--- config.mk ---
export PLATFORM = sky130hd
export DESIGN_NAME = seq_detector_prog
export DESIGN_NICKNAME = d
export VERILOG_FILES = /design/src/rtl/seq_detector_prog.sv
export SDC_FILE = /design/constraint.sdc
export NUM_CORES = 1
export LEC_CHECK = 0
export ABC_CLOCK_PERIOD_IN_PS = 2050
export BUFFER_PORTS_ARGS = -buffer_cell sky130_fd_sc_hd__buf_2
export CAP_MARGIN = 15
export CORE_MARGIN = 1
export CORE_UTILIZATION = 45
export CTS_BUF_LIST = sky130_fd_sc_hd__clkbuf_8 sky130_fd_sc_hd__clkbuf_16
export CTS_CLUSTER_DIAMETER = 50
export DETAILED_ROUTE_END_ITERATION = 10
export PLACE_DENSITY_LB_ADDON = 0.2
export RECOVER_POWER = 50
export SETUP_SLACK_MARGIN = 0.02
export SLEW_MARGIN = 30
export SYNTH_ARGS = -nofsm -noshare
export SYNTH_HDL_FRONTEND = slang
export SYNTH_SLANG_ARGS = --single-unit
--- constraint.sdc ---
create_clock -name clk -period 2.05 [get_ports clk]
set_input_delay 0.5125 -clock clk [delete_from_list [all_inputs] [get_ports clk]]
set_output_delay 0.5125 -clock clk [all_outputs]
set_load 0.02 [all_outputs]
--- src/rtl/seq_detector_prog.sv ---
// Runtime-programmable serial bit-pattern detector with overlap control, input
// qualification and a saturating match counter. Optional SEQ_DET_STICKY_EN adds hit_sticky/hit_clr.
module seq_detector_prog #(
    parameter int MAX_LEN = 8,
    parameter int LEN_W   = 4,
    parameter int CNT_W   = 8
) (
    input  logic               clk,
    input  logic               rst_n,
    input  logic               x,
    input  logic               x_valid,
    input  logic               cfg_load,
    input  logic [MAX_LEN-1:0] cfg_pattern,
    input  logic [LEN_W-1:0]   cfg_len,
    input  logic               cfg_overlap,
    output logic               z,
    output logic [CNT_W-1:0]   match_cnt,
    output logic               cfg_err
`ifdef SEQ_DET_STICKY_EN
    ,
    input  logic               hit_clr,
    output logic               hit_sticky
`endif
);

    localparam logic [LEN_W:0] MAX_LEN_W = (LEN_W+1)'(MAX_LEN);

    logic [MAX_LEN-1:0] pat_reg, pat_next;
    logic [MAX_LEN-1:0] hist_reg, hist_next;
    logic [LEN_W-1:0]   len_reg, len_next;
    logic [LEN_W-1:0]   fill_reg, fill_next;
    logic               ovl_reg, ovl_next;
    logic [CNT_W-1:0]   cnt_reg, cnt_next;
    logic               err_reg, err_next;

    logic [MAX_LEN-1:0] len_mask;
    logic [MAX_LEN-1:0] cand;
    logic               accept;
    logic               fill_ok;
    logic               match;

    // Bit i of the mask is set when bit i of the pattern takes part in the compare.
    generate
        for (genvar gi = 0; gi < MAX_LEN; gi++) begin : g_mask
            localparam int unsigned IDX = gi;
            assign len_mask[gi] = (32'(len_reg) > IDX);
        end
    endgenerate

    assign cand    = {hist_reg[MAX_LEN-2:0], x};
    assign accept  = x_valid && !cfg_load && !err_reg;
    assign fill_ok = ((LEN_W+1)'(fill_reg) + (LEN_W+1)'(1)) >= (LEN_W+1)'(len_reg);
    assign match   = accept && fill_ok && (((cand ^ pat_reg) & len_mask) == '0);

    always_comb begin
        pat_next  = pat_reg;
        hist_next = hist_reg;
        len_next  = len_reg;
        fill_next = fill_reg;
        ovl_next  = ovl_reg;
        cnt_next  = cnt_reg;
        err_next  = err_reg;
        if (cfg_load) begin
            pat_next  = cfg_pattern;
            len_next  = cfg_len;
            ovl_next  = cfg_overlap;
            hist_next = '0;
            fill_next = '0;
            cnt_next  = '0;
            err_next  = (cfg_len == '0) || ({1'b0, cfg_len} > MAX_LEN_W);
        end else if (accept) begin
            hist_next = cand;
            if (fill_reg < len_reg) begin
                fill_next = fill_reg + LEN_W'(1);
            end
            if (match) begin
                // Non-overlap mode demands len_reg fresh bits before the next hit.
                if (!ovl_reg) begin
                    fill_next = '0;
                end
                if (cnt_reg != '1) begin
                    cnt_next = cnt_reg + CNT_W'(1);
                end
            end
        end
    end

    always_ff @(posedge clk or negedge rst_n) begin
        if (!rst_n) begin
            pat_reg  <= '0;
            hist_reg <= '0;
            len_reg  <= LEN_W'(1);
            fill_reg <= '0;
            ovl_reg  <= 1'b1;
            cnt_reg  <= '0;
            err_reg  <= 1'b0;
        end else begin
            pat_reg  <= pat_next;
            hist_reg <= hist_next;
            len_reg  <= len_next;
            fill_reg <= fill_next;
            ovl_reg  <= ovl_next;
            cnt_reg  <= cnt_next;
            err_reg  <= err_next;
        end
    end

    assign z         = match;
    assign match_cnt = cnt_reg;
    assign cfg_err   = err_reg;

`ifdef SEQ_DET_STICKY_EN
    logic sticky_reg, sticky_next;

    // A match outranks hit_clr; cfg_load cannot coincide with a match.
    always_comb begin
        sticky_next = sticky_reg;
        if (cfg_load) begin
            sticky_next = 1'b0;
        end else if (match) begin
            sticky_next = 1'b1;
        end else if (hit_clr) begin
            sticky_next = 1'b0;
        end
    end

    always_ff @(posedge clk or negedge rst_n) begin
        if (!rst_n) begin
            sticky_reg <= 1'b0;
        end else begin
            sticky_reg <= sticky_next;
        end
    end

    assign hit_sticky = sticky_reg;
`endif

endmodule

* Word level (Yosys, flattened, before mapping)
Cells that the tools add are included.
** Operators by class
- Add/sub/neg operators :: 3
- $lt $le $gt $ge :: 11
- Equality and inequality tests :: 1
- Mux-type cells :: 11
- Bitwise gates (word level) :: 2
- Reduce and logical (&&, ||, !) cells :: 13
** Operators with widths (count)
- $mux W8 :: 4
- $mux W4 :: 5
- $gt A4 B3 Y1 const B :: 4
- $mux W7 :: 2
- $add A8 B1 Y8 const B :: 1
- $and A8 B8 Y8 :: 1
- $gt A4 B1 Y1 const B :: 2
- $gt A4 B2 Y1 const B :: 2
- $logic_not A8 Y1 :: 1
- $ne A8 B8 Y1 const B :: 1
- $xor A8 B8 Y8 :: 1
- $reduce_bool A2 Y1 :: 3
- $add A4 B1 Y5 const B :: 1
- $ge A5 B4 Y1 :: 1
- $add A4 B1 Y4 const B :: 1
- $gt A4 B4 Y1 const B :: 1
- $logic_and A1 B1 Y1 :: 4
- $logic_not A4 Y1 :: 1
- $lt A4 B4 Y1 :: 1
- $reduce_and A3 Y1 :: 1
- $logic_not A1 Y1 :: 2
- $logic_or A1 B1 Y1 :: 1
** Word-level totals
- Register bits :: 33
- Input port bits :: 18
- Output and inout bits :: 10
- Word-level logic and storage cells :: 48

* Depth between registers and ports, before layout
Gate-level depths: netlist of the first run.
- Word-level depth :: 8
- Gate-level depth with buffers :: 11

* Worst setup path before layout of the first run
No wires, ideal clock.
- Kind :: reg-to-reg
- From :: register fill_reg[0]
- To :: register fill_reg[2]
- Arrival :: 2178 ps
- Data required time :: 1963 ps
- Setup slack :: -214 ps
- Cell stages (with the launch flop) :: 9
- Path through :: dfrtp_1 -> ha_1 -> ha_1 -> a21boi_0 -> o31ai_1 -> a22oi_2 -> a311oi_1 -> nand3b_1 -> o211ai_1
** On the way
- Longest elaborated chain between the ends :: 7
- Elaborated cells between the ends (all ways) :: 11
** RTL lines
- from (decl) :: line 31 : logic [LEN_W-1:0] fill_reg, fill_next;
- from (signal assigned) :: line 101 : fill_reg <= fill_next;
- $add A4 B1 Y5 :: line 52 : assign fill_ok = ((LEN_W+1)'(fill_reg) + (LEN_W+1)'(1)) >= (LEN_W+1)'(len_reg);
- $ge A5 B4 Y1 :: line 52
- $logic_and A1 B1 Y1 (2 in a row) :: line 53 : assign match = accept && fill_ok && (((cand ^ pat_reg) & len_mask) == '0);
- $mux W4 (*) :: line 76 : if (match) begin
- $mux W4 (*) :: line 71 : end else if (accept) begin
- $mux W4 (*) :: line 63 : if (cfg_load) begin
Mark *: on every way between the ends. The rest lies on a longest branch, timed or not. The select of a mux whose other input is x is not followed.
A chain may end at the register's enable or synchronous reset.

* Worst setup path after layout of the first run
- From :: register fill_reg[1]
- To :: output z
** On the way
- Longest elaborated chain between the ends :: 4
** RTL lines
- $add A4 B1 Y5 :: line 52
- $ge A5 B4 Y1 :: line 52
- $logic_and A1 B1 Y1 (2 in a row) :: line 53
- to (decl) :: line 16 : output logic z,
Every way passes these cells.

==> results of run 1 <==
==> synth_stat cells, types with 5 or more instances <==
| master | instances |
|---|---|
| dfrtp_1 | 31 |
| nand2_1 | 24 |
| a21oi_1 | 17 |
| inv_1 | 12 |
| xnor2_1 | 11 |
| ha_1 | 10 |
| mux2_2 | 9 |
| o21ai_0 | 9 |
| nor2_1 | 6 |
| o22ai_1 | 5 |
==> through the flow <==
step,instances,instance area (um^2)
6_report,285,2387
5_1_grt,285,2387
4_1_cts,281,2286
3_5_place_dp,269,2117
3_3_place_gp,269,2117
2_1_floorplan,183,1822
==> placed cells by master, fill, tap and decap left out, types with 2 or more instances in the layout <==
| cell type | n |
|---|---|
| buf_4 | 24 |
| mux2i_1 | 3 |
| nand2b_1 | 3 |
| dfrtp_2 | 2 |
| ha_1 | 8 |
| buf_6 | 3 |
| a21oi_1 | 14 |
| buf_2 | 25 |
| xnor2_2 | 2 |
| o21ai_0 | 7 |
| xnor2_1 | 9 |
| or3_1 | 3 |
| nor2_1 | 6 |
| dfstp_2 | 2 |
| clkbuf_8 | 7 |
| dfrtp_1 | 29 |
| inv_1 | 12 |
| nand3_1 | 3 |
| ha_4 | 2 |
| nand2_1 | 24 |
| nor3_1 | 3 |
| o22ai_1 | 4 |
| nor2b_1 | 2 |
| a21oi_2 | 3 |
| mux2_2 | 9 |
| o211ai_1 | 3 |
| o31ai_2 | 2 |
| o21a_1 | 2 |
| o21ai_1 | 2 |
==> cell families after synthesis <==
logic type      synth area share (%)
simple gates                   15.03
compound gates                 14.68
flops                          45.84
buf+inv                        4.431
xor+xnor                       5.817
mux                            7.272
fa+ha+maj                      6.925
==> report_power, final <==
part | internal [uW] | switching [uW] | total (uW) | leakage (uW)
logic | 124 | 135 | 259 | 0.000593
clock network | 303 | 230 | 533 | 0.0000542
registers | 686 | 31.2 | 717 | 0.000423
total | 1110 | 396 | 1510 | 0.00107
==> area by class of cell <==
class                      instances  area [um^2]  area share (%)
clock buffer                       7        96.34           4.036
clock inverter                     1        5.005          0.2096
inverter                          12        45.04           1.887
multi-input combinational        131         1006           42.14
sequential                        33        830.8           34.80
tap                               48        60.06           2.516
timing repair buffer              53        344.1           14.41
==> what timing repair did <==
action / in CTS / in global routing
pin swaps: 4 / 7
resized for setup: 11 / 11
gates cloned: 0 / 0
endpoints found under the setup margin: 13 / 13
buffers inserted: 4 / 4
==> per-layer routing <==
layer  wire [um]  GRT usage [%]
met2        2136          35.95
met5           0              0
met3         124          5.035
met1        1839          26.03
met4          22          5.163
==> how the worst min path moves through the flow <==
| stage | from | to | cells after the start |
|---|---|---|---|
| global route | rst_n | pat_reg[0] | 1 |
| finish | rst_n | len_reg[1] | 1 |
| detailed placement | ovl_reg | ovl_reg | 2 |
| global placement | ovl_reg | ovl_reg | 2 |
| CTS | rst_n | fill_reg[3] | 1 |
| floorplan | rst_n | cfg_err | 0 |
==> qor.yml, run 1 <==
dpl_worst_slack_ns: -0.2834
fp-row-count: 22
floorplan.initialDensity_pct: 48.26
timing.rr.start: "fill_reg[1]"
ys_seq_elements: 33
yosysTopAreaCell: "dfrtp_1"
tritoncts: "yes"
timing.slew.headroom_pct: 43.26
worst_pin_slew_ns: 0.8511
worst_path_most_repeated_cell: "ha_4"
start_kind: "flop"
synth_enable_flop_cells: 0
yosysUniqueCellTypes: 38
post-route-util_pct: 63.77
port_buffers: 27
slowest_delay_ns: 0.44
grt_overflow: 0
synth_area_leaders: "dfrtp_1 43%, ha_1 6.9%, mux2_2 5.6%"
routed_wirelength_um: 4123
vias: 1516
crit_fanout: 3
cp.depth: 7
drc: 0
finalSetupTns_ns: -2.824
cp.required_ns: 1.54
setup_viol: 13
synth_top_area_share_pct: 42.94
cpMaxStageDelayCell: "dfrtp_2"
dr.pass1.iters: 4
fmax_ghz: 0.4033
grt_pass1_vias: 1549
fin_total_pwr_uw: 1510
gp_congestion: 0.8116
path_buf_inv: 1
synth.yosys.seq_area_share_pct: 45.84
clock_latency_ns: 0.28
ys.warnings.count: 0
ctsLongestPathBuffers: 2
worstSetupPathType: "flop to output pin"
syn-cell-area_um2: 1807
dr.first_iter.drc_count: 69
crit_path_end_kind: "output pin"
status: "finished with violations"
maxCapViolations: 0
cts_made_buffers: 5
period_share_pct: 120.9
post_drt_wl_per_cell_um: 14.47
slew_violations: 0
ios: 28
cp.arrival_ns: 1.97
grt_use_total_pct: 20.85
grt_pass1_wl_um: 6817
whs_ns: 0.3211
die_w_um: 65.37
fin_skew_ns: 0.006769
grt_setup_unrepaired: "yes"
cp-startpoint: "fill_reg[1]"
reg2regPathDepth: 9
syn_nets: 211
core_um2: 3744
cp_cell_sequence: "ha_4, ha_4, a21boi_2, o31ai_2, a22oi_2, and2_4, buf_6"
clkSinkCount: 33
cts-htree-levels: 2
p_per_area_nw_per_um2: 632.4
reg2reg_to: "fill_reg[2]"
period_needed_ns: 2.479
drive_gt1_share_pct: 39.24
grt_max_degree: 36
cts_root_buf: "clkbuf_8"
dieArea_um2: 4273
ir_worst_vdd_uv: 467.8
dp_hpwl_um: 2833
via_per_inst: 5.319
violations: "setup timing"
critical_path.top_delay_family: "compound AO/OA/AOI/OAI gates"
p_leak_uw: 0.001071
antenna_found_initial: 0
synth_cells: 183
syn_avg_cell_area_um2: 9.873
crit_end: "z"
synthToLayoutAreaGrowth_pct: 32.13
die_y_um: 65.37
cts.clk_slew.worst_paths_ns: 0.07
fill_cells: 334
rrSetupSlack_ns: -0.33
fin_ws_ns: -0.4295
synthFlopType: "dfrtp_1"
antenna_left: 0
finish.net_count: 264
synthArstFlopShare_pct: 100.0
cts_hold_buf: 0
antenna_cells: 0
hold_class: "input port to asynchronous set/reset pin"
hold_violations: 0
No activity file was read; power rests on OpenSTA's default activity.
==> inputs of run 2 (changes only) <==
--- a/config.mk
+++ b/config.mk
@@ -5,6 +5,7 @@
 export SDC_FILE = /design/constraint.sdc
 export NUM_CORES = 1
 export LEC_CHECK = 0
+export ABC_AREA = 1
 export ABC_CLOCK_PERIOD_IN_PS = 2050
 export BUFFER_PORTS_ARGS = -buffer_cell sky130_fd_sc_hd__buf_2
 export CAP_MARGIN = 15
==> qor.yml, run 2 <==
hold_class: "input port to asynchronous set/reset pin"  # unchanged
fill_cells: 380  # was 334
antenna_left: 0  # unchanged
finalInstanceArea_um2: 2455  # was 2387 um^2
cts-htree-levels: 2  # unchanged
crit_fanout: 2  # was 3
ios: 28  # unchanged
dr.first_iter.drc_count: 96  # was 69
layout_common_cells: "67 x nand2_1, 36 x inv_1, 31 x dfrtp_1"  # was 29 x dfrtp_1, 25 x buf_2, 24 x nand2_1, 24 x buf_4, 14 x a21oi_1
layout_commonest_cell: "nand2_1"  # was dfrtp_1
syn_nets: 289  # was 211
worst_pin_slew_ns: 1.061  # was 0.8511 ns
synth.most_common_cell: "nand2_1"  # was dfrtp_1
cts.clk_slew.worst_paths_ns: 0.08  # was 0.07 ns
placedInstanceArea_um2: 2266  # was 2117 um^2
finish.net_count: 335  # was 264
grt_pass1_wl_um: 7189  # was 6817 um
vias: 1787  # was 1516
routed_wirelength_um: 4378  # was 4123 um
setup_viol: 9  # was 13
core_um2: 4115  # was 3744 um^2
clkSinkCount: 33  # unchanged
period_needed_ns: 2.480  # was 2.479 ns
tritoncts: "yes"  # unchanged
synth_cells: 261  # was 183
port_buffers: 27  # unchanged
place_inst: 344  # was 269
worstSetupPathType: "flop to output pin"  # unchanged
ir_worst_vdd_uv: 476.4  # was 467.8 uV
cp.arrival_ns: 1.97  # about the same
stdcell_count: 358  # was 285
period_share_pct: 121.0  # was 120.9%
syn_avg_cell_area_um2: 7.627  # was 9.873 um^2
antenna_cells: 0  # unchanged
multi_input_area_um2: 1056  # was 1006 um^2
synth.yosys.seq_area_share_pct: 41.61  # was 45.84%
cts_root_buf: "clkbuf_8"  # unchanged
grt_setup_unrepaired: "yes"  # unchanged
regArea_um2: 828.3  # was 830.8 um^2
cp.required_ns: 1.54  # about the same
ys_seq_elements: 33  # unchanged
via_per_inst: 4.992  # was 5.319
synthTopCellsByCount: "68 x nand2_1, 36 x inv_1, 31 x dfrtp_1, 24 x nand3_1, 20 x nor2_1"  # was 31 x dfrtp_1, 24 x nand2_1, 17 x a21oi_1, 12 x inv_1, 11 x xnor2_1
met1_usage_pct: 27.09  # was 26.03%
crit_path_end_kind: "output pin"  # unchanged
yosysUniqueCellTypes: 28  # was 38
syn-cell-area_um2: 1991  # was 1807 um^2
fmax_ghz: 0.4032  # was 0.4033 GHz
clock_latency_ns: 0.29  # was 0.28 ns
floorplan.initialDensity_pct: 48.37  # was 48.26%
drive_gt1_share_pct: 25.32  # was 39.24%
cts_made_buffers: 5  # unchanged
ys.warnings.count: 0  # unchanged
start_kind: "flop"  # unchanged
whs_ns: 0.2984  # was 0.3211 ns
grt_max_degree: 34  # was 36
synthFlopType: "dfrtp_1"  # unchanged
fp-row-count: 23  # was 22
dr.pass1.iters: 4  # unchanged
die_w_um: 68.51  # was 65.37 um
hold_violations: 0  # unchanged
die_y_um: 68.51  # was 65.37 um
synth_top_area_share_pct: 38.97  # was 42.94%
grtUsageMet3_pct: 5.757  # was 5.035%
dieArea_um2: 4694  # was 4273 um^2
grt_use_total_pct: 21.40  # was 20.85%
antenna_found_initial: 0  # unchanged
fin_ws_ns: -0.4301  # was -0.4295 ns
gp_congestion: 0.9086  # was 0.8116
slew_violations: 0  # unchanged
drc: 0  # unchanged
synthToLayoutAreaGrowth_pct: 23.32  # was 32.13%
synthArstFlopShare_pct: 100.0  # unchanged
timing.slew.headroom_pct: 29.26  # was 43.26%
synth_enable_flop_cells: 0  # unchanged
post_drt_wl_per_cell_um: 12.23  # was 14.47 um
violations: "setup timing"  # unchanged
p_per_area_nw_per_um2: 795.0  # was 632.4 nW/um^2
status: "finished with violations"  # unchanged
ctsLongestPathBuffers: 2  # unchanged
busiest_layer: "met2"  # unchanged
dp_hpwl_um: 3102  # was 2833 um
use_met2_pct: 34.07  # was 35.95%
p_leak_uw: 0.001326  # was 0.001071 uW
maxCapViolations: 0  # unchanged
fin_skew_ns: 0.01199  # was 0.006769 ns
yosysTopAreaCell: "dfrtp_1"  # unchanged
grt_overflow: 0  # unchanged
synth_area_leaders: "dfrtp_1 39%, nand2_1 13%, inv_1 6.8%"  # was dfrtp_1 43%, ha_1 6.9%, mux2_2 5.6%
grt_pass1_vias: 1650  # was 1549
run 2: area by class of cell:
| cell class | instances | share of cell area [%] |
|---|---|---|
| repair buffers | 43 | 10.91 |
| well taps | 50 | 2.548 |
| clock inverters | 3 | 0.7136 |
| clock buffers | 5 | 2.803 |
| multi-input cells | 183 | 43.02 |
| flip-flops and latches | 33 | 33.74 |
| inverters | 41 | 6.269 |
run 2: cells by family after synthesis:
group           share of synthesized area, %
simple gates                           30.23
buf+inv                                8.485
compound gates                         9.428
flops                                  41.61
fa+ha+maj                              6.285
xor+xnor                               3.960
run 2: report_power, final:
group	internal, uW	leakage (uW)	total, uW	switching, uW
logic	303	0.000855	709	405
clock network	234	0.0000439	485	251
registers	712	0.000428	758	46.0
total	1250	0.00133	1950	702
run 2: routing by layer:
metal	wire length, um	vias up
met4	93	0
met1	2119	824
li1	-	925
met3	162	8
met5	0	-
met2	2003	30
run 2: repair_timing:
| action | CTS | global route |
|---|---|---|
| hold buffers | 0 | 0 |
| resized for setup | 2 | 14 |
| setup endpoints to repair | 9 | 10 |
| buffers inserted | 2 | 4 |
| pin swaps | 3 | 14 |
run 2: per-stage QoR:
step | TNS, ns | utilization [%] | power (uW) | setup WS [ns]
after global placement | -0.1182 | 55.06 | 1403 | -0.1182
after floorplan | -0.03158 | - | 1209 | -0.03158
after global routing | -3.190 | 59.65 | 2106 | -0.5368
final | -1.277 | 59.65 | 1952 | -0.4301
after CTS | -0.4419 | 57.68 | 1925 | -0.4419
after detailed placement | -0.1671 | 55.06 | 1418 | -0.1671
run 2: final timing paths:
path	slack, ns	start	cells past startpoint	end
max reg2reg	-0.13	fill_reg[1]	14	match_cnt[3]
max in group asynchronous	1.23	rst_n	1	fill_reg[1]
min reg2reg	0.50	pat_reg[5]	2	pat_reg[5]
min in group clk	0.42	cfg_pattern[0]	3	pat_reg[0]
max	-0.43	fill_reg[1]	10	z
min	0.30	rst_n	1	hist_reg[2]
run 2: critical path, cell delays in order (launching register included):
cell and delay [ns]:
dfrtp_1 0.39, ha_2 0.21, xor2_2 0.15, ha_1 0.31, nand2_1 0.06, nand2_1 0.05
nand2_2 0.07, nand3_4 0.07, o21ai_4 0.19, nor2_8 0.05, buf_6 0.13
==> inputs of run 3 (changes only) <==
--- a/config.mk
+++ b/config.mk
@@ -16,7 +16,7 @@
 export DETAILED_ROUTE_END_ITERATION = 10
 export PLACE_DENSITY_LB_ADDON = 0.2
 export RECOVER_POWER = 50
-export SETUP_SLACK_MARGIN = 0.02
+export SETUP_SLACK_MARGIN = 0.05
 export SLEW_MARGIN = 30
 export SYNTH_ARGS = -nofsm -noshare
 export SYNTH_HDL_FRONTEND = slang
==> qor.yml, run 3 (synthesized netlist as in run 2, its figures left out) <==
place_inst: 344  # unchanged
setup_viol: 9  # unchanged
floorplan.initialDensity_pct: 48.37  # unchanged
synthToLayoutAreaGrowth_pct: 23.57  # was 23.32%
finalInstanceArea_um2: 2460  # was 2455 um^2
fin_ws_ns: -0.4324  # was -0.4301 ns
clock_latency_ns: 0.30  # was 0.29 ns
core_um2: 4115  # unchanged
cpMaxStageDelayCell: "dfrtp_1"  # unchanged
worst_path_most_repeated_cell: "nand2_1"  # unchanged
grt_pass1_vias: 1650  # unchanged
ir_worst_vdd_uv: 476.6  # was 476.4 uV
port_buffers: 27  # unchanged
vias: 1797  # was 1787
gp_congestion: 0.9086  # unchanged
fin_total_pwr_uw: 1959  # was 1952 uW
ios: 28  # unchanged
grt_overflow: 0  # unchanged
worst_pin_slew_ns: 1.073  # was 1.061 ns
grt_pass1_wl_um: 7189  # unchanged
dr.first_iter.drc_count: 103  # was 96
timing.slew.headroom_pct: 28.50  # was 29.26%
cts.clk_slew.worst_paths_ns: 0.08  # about the same
slowest_delay_ns: 0.39  # about the same
cp_cell_sequence: "ha_2, xor2_2, ha_1, nand2_1, nand2_1, nand2_2, nand3_4, o21ai_4, nor2_8, buf_6"  # unchanged
start_kind: "flop"  # unchanged
dp_hpwl_um: 3102  # unchanged
via_per_inst: 5.020  # was 4.992
grt_max_degree: 34  # unchanged
fmax_ghz: 0.4028  # was 0.4032 GHz
cp.required_ns: 1.54  # about the same
stdcell_count: 358  # unchanged
cts-htree-levels: 2  # unchanged
status: "finished with violations"  # unchanged
slew_violations: 0  # unchanged
antenna_left: 0  # unchanged
cts_made_buffers: 5  # unchanged
period_needed_ns: 2.482  # was 2.480 ns
cts_root_buf: "clkbuf_8"  # unchanged
drc: 0  # unchanged
p_per_area_nw_per_um2: 796.4  # was 795.0 nW/um^2
hold_violations: 0  # unchanged
finalSetupTns_ns: -1.280  # was -1.277 ns
ctsLongestPathBuffers: 2  # unchanged
p_leak_uw: 0.001327  # was 0.001326 uW
layout_commonest_cell: "nand2_1"  # unchanged
finish.net_count: 335  # unchanged
fin_skew_ns: 0.01206  # was 0.01199 ns
antenna_found_initial: 0  # unchanged
post_drt_wl_per_cell_um: 12.32  # was 12.23 um
die_y_um: 68.51  # unchanged
path_buf_inv: 1  # unchanged
layout_common_cells: "65 x nand2_1, 36 x inv_1, 31 x dfrtp_1"  # was 67 x nand2_1, 36 x inv_1, 31 x dfrtp_1
dieArea_um2: 4694  # unchanged
tritoncts: "yes"  # unchanged
crit_path_end_kind: "output pin"  # unchanged
grt_use_total_pct: 21.40  # unchanged
critical_path.top_delay_family: "adder cells"  # unchanged
placedInstanceArea_um2: 2266  # unchanged
fill_cells: 380  # unchanged
antenna_cells: 0  # unchanged
maxCapViolations: 0  # unchanged
crit_fanout: 2  # unchanged
routed_wirelength_um: 4410  # was 4378 um
fp-row-count: 23  # unchanged
clkSinkCount: 33  # unchanged
hold_class: "input port to asynchronous set/reset pin"  # unchanged
drive_gt1_share_pct: 25.97  # was 25.32%
grt_setup_unrepaired: "yes"  # unchanged
die_w_um: 68.51  # unchanged
dr.pass1.iters: 4  # unchanged
period_share_pct: 121.1  # was 121.0%
cp.arrival_ns: 1.97  # about the same
worstSetupPathType: "flop to output pin"  # unchanged
violations: "setup timing"  # unchanged
==> run 3: worst paths after layout <==
path | endpoint | cells past startpoint | slack, ns | startpoint
max | z | 10 | -0.43 | fill_reg[1]
min | hist_reg[2] | 1 | 0.30 | rst_n
max reg2reg | match_cnt[3] | 14 | -0.13 | fill_reg[1]
min reg2reg | pat_reg[5] | 2 | 0.50 | pat_reg[5]
max in group asynchronous | fill_reg[1] | 1 | 1.23 | rst_n
min in group clk | pat_reg[0] | 3 | 0.42 | cfg_pattern[0]
==> run 3: area by class of cell <==
type | instances | area [um^2] | area share (%)
tap | 50 | 62.56 | 2.543
multi-input combinational | 183 | 1061 | 43.13
clock buffer | 5 | 68.82 | 2.798
inverter | 41 | 153.9 | 6.256
timing repair buffer | 43 | 267.8 | 10.89
clock inverter | 3 | 17.52 | 0.7121
sequential | 33 | 828.3 | 33.67
==> run 3: what timing repair did <==
action                                 CTS  global route
resized for setup                        2            16
endpoints found under the hold margin    0             0
setup endpoints to repair                9            12
setup buffers                            2             4
pin swaps                                3            14
hold buffers                             0             0
==> run 3: routing by layer <==
metal  wire length [um]  track usage (%)  vias up
li1                   -                -      924
met1               2138            27.09      832
met2               2014            34.07       33
met3                165            5.757        8
met4                 92            9.375        0
met5                  0                0        -
==> run 3: metrics by stage <==
step,hold WS (ns),setup slack (ns),util (%)
floorplan,0.2169,-0.03158,-
global placement,0.4820,-0.1182,55.06
detailed placement,0.4840,-0.1671,55.06
CTS,0.2992,-0.4419,57.68
global route,0.3794,-0.5368,59.78
finish,0.2973,-0.4324,59.78
==> run 3: where the power goes <==
part	total (uW)	internal [uW]	switching [uW]
Clock	488	234	254
Combinational	714	306	408
Sequential	758	712	46.2
